===== src/rtl/spram_arb_pkg.sv =====
`default_nettype none
// ============================================================================
// spram_arb_pkg : shared types and round-robin pick function
// Rev 1.0
// ============================================================================
package spram_arb_pkg;

  localparam int MAX_NREQ = 8;
  localparam int PTR_W    = $clog2(MAX_NREQ);

  // One-hot first set bit of req, scanning ptr, ptr+1, ... modulo n (n <= MAX_NREQ).
  function automatic logic [MAX_NREQ-1:0] rr_pick(
    input logic [MAX_NREQ-1:0] req,
    input logic [PTR_W-1:0]    ptr,
    input int                  n
  );
    logic [MAX_NREQ-1:0] pick;
    logic                found;
    int                  idx;
    pick  = '0;
    found = 1'b0;
    for (int k = 0; k < MAX_NREQ; k++) begin
      idx = (int'(ptr) + k) % n;
      if (k < n && !found && req[idx[PTR_W-1:0]]) begin
        pick[idx[PTR_W-1:0]] = 1'b1;
        found                = 1'b1;
      end
    end
    return pick;
  endfunction

endpackage
`default_nettype wire


===== src/rtl/spram_core.sv =====
`default_nettype none
// ============================================================================
// spram_core : synchronous-read single-port RAM, array never reset
// Rev 1.0
// ============================================================================
module spram_core #(
  parameter int AW = 4,
  parameter int DW = 8
) (
  input  logic          clk,
  input  logic          en,
  input  logic          we,
  input  logic [AW-1:0] addr,
  input  logic [DW-1:0] din,
  output logic [DW-1:0] dout
);

  logic [DW-1:0] mem [2**AW];

  always_ff @(posedge clk) begin
    if (en) begin
      if (we) begin
        mem[addr] <= din;
      end else begin
        dout <= mem[addr];
      end
    end
  end

endmodule
`default_nettype wire


===== src/rtl/spram_rr_arbiter.sv =====
`default_nettype none
// ============================================================================
// spram_rr_arbiter : round-robin arbiter with burst lock sharing one SPRAM
// Rev 1.0
// ============================================================================
module spram_rr_arbiter
  import spram_arb_pkg::*;
#(
  parameter int NREQ = 2,
  parameter int AW   = 4,
  parameter int DW   = 8
) (
  input  logic               clk,
  input  logic               rst,
  input  logic [NREQ-1:0]    req,
  input  logic [NREQ-1:0]    we,
  input  logic [NREQ-1:0]    lock,
  input  logic [NREQ*AW-1:0] addr,
  input  logic [NREQ*DW-1:0] wdata,
  output logic [NREQ-1:0]    gnt,
  output logic [NREQ-1:0]    rvalid,
  output logic [DW-1:0]      rdata
);

  localparam int IW = $clog2(NREQ);

  logic [IW-1:0]       prio_ptr;
  logic [IW-1:0]       lock_idx;
  logic                lock_vld;
  logic                rd_seen;
  logic [IW-1:0]       gnt_idx;
  logic [IW-1:0]       next_ptr;
  logic                any_gnt;
  logic                sel_we;
  logic [AW-1:0]       sel_addr;
  logic [DW-1:0]       sel_wdata;
  logic [DW-1:0]       core_dout;
  logic [MAX_NREQ-1:0] req_ext;
  logic [MAX_NREQ-1:0] pick_ext;
  logic [PTR_W-1:0]    ptr_ext;
  logic                unused_pick;

  always_comb begin
    req_ext            = '0;
    req_ext[NREQ-1:0]  = req;
    ptr_ext            = '0;
    ptr_ext[IW-1:0]    = prio_ptr;
    pick_ext           = rr_pick(req_ext, ptr_ext, NREQ);
    gnt                = '0;
    if (rst) begin
      gnt = '0;
    end else if (lock_vld && req[lock_idx]) begin
      gnt[lock_idx] = 1'b1;
    end else begin
      gnt = pick_ext[NREQ-1:0];
    end
  end

  assign unused_pick = ^pick_ext;

  always_comb begin
    gnt_idx   = '0;
    sel_we    = 1'b0;
    sel_addr  = '0;
    sel_wdata = '0;
    for (int i = 0; i < NREQ; i++) begin
      if (gnt[i]) begin
        gnt_idx   = IW'(i);
        sel_we    = we[i];
        sel_addr  = addr[i*AW +: AW];
        sel_wdata = wdata[i*DW +: DW];
      end
    end
    any_gnt  = |gnt;
    next_ptr = (gnt_idx == IW'(NREQ-1)) ? '0 : gnt_idx + IW'(1);
  end

  // Pointer advances past the winner even while locked, so fairness resumes on release.
  always_ff @(posedge clk) begin
    if (rst) begin
      prio_ptr <= '0;
      lock_vld <= 1'b0;
      lock_idx <= '0;
      rvalid   <= '0;
      rd_seen  <= 1'b0;
    end else begin
      rvalid <= '0;
      if (any_gnt) begin
        prio_ptr <= next_ptr;
        lock_vld <= lock[gnt_idx];
        lock_idx <= gnt_idx;
        if (!sel_we) begin
          rvalid  <= gnt;
          rd_seen <= 1'b1;
        end
      end else begin
        lock_vld <= 1'b0;
      end
    end
  end

  // The RAM output register has no reset; mask it until the first read after reset.
  assign rdata = rd_seen ? core_dout : '0;

  spram_core #(
    .AW (AW),
    .DW (DW)
  ) u_core (
    .clk  (clk),
    .en   (any_gnt),
    .we   (sel_we),
    .addr (sel_addr),
    .din  (sel_wdata),
    .dout (core_dout)
  );

endmodule
`default_nettype wire


===== config.mk =====
export PLATFORM = sky130hd
export DESIGN_NAME = spram_rr_arbiter
export DESIGN_NICKNAME = d
export VERILOG_FILES = /design/src/rtl/spram_arb_pkg.sv /design/src/rtl/spram_core.sv /design/src/rtl/spram_rr_arbiter.sv
export SDC_FILE = /design/constraint.sdc
export NUM_CORES = 1
export LEC_CHECK = 0
export CORE_ASPECT_RATIO = 1.5
export CORE_MARGIN = 3
export CORE_UTILIZATION = 30
export DETAILED_ROUTE_END_ITERATION = 7
export PLACE_DENSITY = 0.52
export SYNTH_ARGS = -nofsm -noshare
export SYNTH_HDL_FRONTEND = slang
export SYNTH_HIERARCHICAL = 1
export SYNTH_SLANG_ARGS = --single-unit

===== constraint.sdc =====
create_clock -name clk -period 2.8 [get_ports clk]
set_clock_uncertainty 0.05 [all_clocks]
set_input_delay 0.56 -clock clk [delete_from_list [all_inputs] [get_ports clk]]
set_output_delay 0.56 -clock clk [all_outputs]
set_load 0.02 [all_outputs]

==> impl_metrics.csv <==
group,metric,value,unit
run_status,status,"completed",
power,p_per_area,645,nW/um^2
placement,dp_hpwl,9.40,mm
yosys,synth_warnings,6,
sta,fmax,363,MHz
power,p_leak,2.67,nW
setup_path,worst_setup_path_end_kind,"flop",
detailed_routing,avgRoutedWirePerCell,19.7,microns
global_route,grt_first_pass_wirelength,20.1,mm
yosys,yosys.area.top_type,"edfxtp_1",
floorplanning,num_rows,61,
sta,slew_viol_final,0,
detailed_routing,vias,3122,
setup_path,crit_fanout,15,
sta,setup_tns,0,ns
detailed_routing,vias_per_cell,4.70,
floorplanning,start_util,30.6,%
yosys,synth_mux_area_share,13.9,%
clock_network,hold_buffers,0,
detailed_routing,dr_wl_met3,404,microns
yosys,synth.distinct_cells,34,
cells_and_area,stdcell_count,664,
floorplanning,dieArea,20700,sq um
detailed_routing,wl_met1,4.76,mm
cells_and_area,final_nets,431,
placement,dp.cells,628,
clock_network,cts_max_level,4,
cells_and_area,areaGrowthSynthToFinish,32.8,%
yosys,avgSynthCellArea,20.0,sq um
setup_path,crit_required,2.88,ns
floorplanning,io_pins,44,
floorplanning,die_w,119,microns
setup_path,start_kind,"primary input",
clock_network,cts.path.max_buffers,2,
cells_and_area,layout_common_cells,"edfxtp_1, buf_4, clkdlybuf4s50_1, clkbuf_16",
sta,hold_slack,0.430,ns
yosys,synth_top_area_share,71.6,%
placement,gp_congestion,0.830,
yosys,synth-adder-area-share,0,%
cells_and_area,diodes,0,
detailed_routing,met2_length,7.76,mm
floorplanning,fp.dieH,175,microns
yosys,synth_top_family_by_area,"multiplexers",
setup_path,r2r_slack,0.13,ns
clock_network,cts-root-buf,"clkbuf_16",
sta,tightest_slew,0.634,ns
detailed_routing,drc,0,
power,peakVddDrop,0.426,mV
clock_network,clk_latency,0.42,ns
global_route,antenna_found_initial,0,
cells_and_area,utilization,40.7,%
sta,setup_viol,0,
detailed_routing,drt-pass1-iter-count,4,
sta,rsz0062_at_grt,"true",
placement,placed_cell_area,6930,sq um
sta,fin_crit_sh,98.4,%
yosys,synth_seq_cells,142,
sta,finalHoldViolCount,0,
clock_network,cts_buffers,17,
cells_and_area,final_common_cell,"edfxtp_1",
yosys,synth_area,5710,sq um
global_route,grt_max_degree,19,
setup_path,critPathKind,"in2reg",
sta,max_slew_margin,57.7,%
yosys,synth.area.top_cells,"edfxtp_1, mux4_1, mux4_2",
job,drv_cap,0,
yosys,syn_inst,285,
global_route,grt-ovfl-total,0,
yosys,synth_compound_area_share,5.50,%
detailed_routing,drt_iter0_drc,167,
cells_and_area,fin_area,7580,sq um
yosys,synthSimpleGateAreaFrac,4.80,%
worst_hold_path,hold_path_class,"reg2reg",
clock_network,clk_pin_slew_worst_paths,0.06,ns
clock_network,cts_sinks,142,
floorplanning,coreArea,18600,sq um
global_route,grt_pass1_vias,3417,
yosys,syn-num-nets,317,
detailed_routing,ant_nets,0,
sta,finalCriticalPeriod,2.75,ns
setup_path,crit_arrival,2.83,ns
detailed_routing,wirelength,13.1,mm
yosys,ys_seq_area_share,73.7,%
yosys,synth_xor_area_share,0,%
detailed_routing,highest_layer,"met4",
clock_network,cts_tree,"yes",
placement,port_buffers,43,
global_route,grt.total_usage,13.1,%
cells_and_area,drive_gt1_share,33.5,%
cells by family after synthesis:
family                 count (synthesis)
multiplexers                          33
flip-flops                           142
AO/OA/AOI/OAI                         38
AND/OR/NAND/NOR                       53
buffers and inverters                 19
state kept, by name, indices dropped and copies added (netlist names):
register	count
rd_seen	1
rvalid	2
lock_vld	1
u_core/mem	128
lock_idx	1
u_core/dout	8
prio_ptr	1
final cells by class:
cell class / instances / area [sq um]
Clock buffer: 19 / 433
Clock inverter: 13 / 119
Fill cell: 1709 / 11000
Inverter: 3 / 11.3
Multi-Input combinational cell: 124 / 1480
Sequential cell: 142 / 4200
Tap cell: 252 / 315
Timing Repair Buffer: 111 / 1020
power by group:
part	internal, W	leakage, nW	switching, W
combinational	0.000222	1.05	0.000213
sequential	0.00237	1.35	0.00000955
clock	0.00122	0.261	0.000860
total	0.00381	2.67	0.00108
stage by stage:
stage | worst slack (ns) | total power (W)
3_5_place_dp | -0.446 | 0.00285
3_3_place_gp | -0.441 | 0.00284
6_report | 0.0457 | 0.00489
5_1_grt | -0.0623 | 0.00505
4_1_cts | 0.0214 | 0.00493
2_1_floorplan | -0.0785 | 0.00263
cell usage after synthesis (all sizes together):
| library cell | instances |
|---|---|
| or3 | 1 |
| clkbuf | 6 |
| nand2b | 2 |
| a21o | 1 |
| nor3 | 4 |
| a22o | 14 |
| o21ai | 2 |
| nor2 | 15 |
| or2 | 1 |
| a22oi | 16 |
| a221oi | 1 |
| o211a | 1 |
| and2b | 1 |
| and2 | 11 |
| nand2 | 10 |
| nor3b | 1 |
| a21oi | 1 |
| nand4b | 2 |
| inv | 3 |
| mux4 | 32 |
| buf | 10 |
| nand4 | 1 |
| mux2 | 1 |
| a211oi | 1 |
| nor2b | 4 |
| edfxtp | 136 |
| dfxtp | 6 |
| o2bb2ai | 1 |
worst paths after layout:
path         startpoint          endpoint  cells after the start
max              req[1]  u_core/mem[2][6]                     10
min            lock_idx          lock_idx                      2
max reg2reg    lock_vld  u_core/mem[8][2]                      8
min reg2reg    lock_idx          lock_idx                      2
critical path, cell delays in order:
cell             delay (ns)
clkdlybuf4s50_1        0.57
o211a_2                0.23
buf_4                  0.11
buf_4                  0.21
a22o_1                 0.23
buf_4                  0.16
nand4b_1               0.14
buf_4                  0.20
nor3_4                 0.22
buf_4                  0.19
what timing repair did:
action | CTS | global route
resized for setup | 5 | 15
setup endpoints to repair | 12 | 83
setup buffers | 0 | 4
pin swaps | 0 | 3
per-layer routing:
layer | track usage (%) | up-vias
met2 | 25.6 | 67
met5 | 0 | -
met1 | 13.8 | 1623
met4 | 4.54 | 0
met3 | 2.49 | 13
li1 | - | 1419
Power figures use the tool's default switching activity.
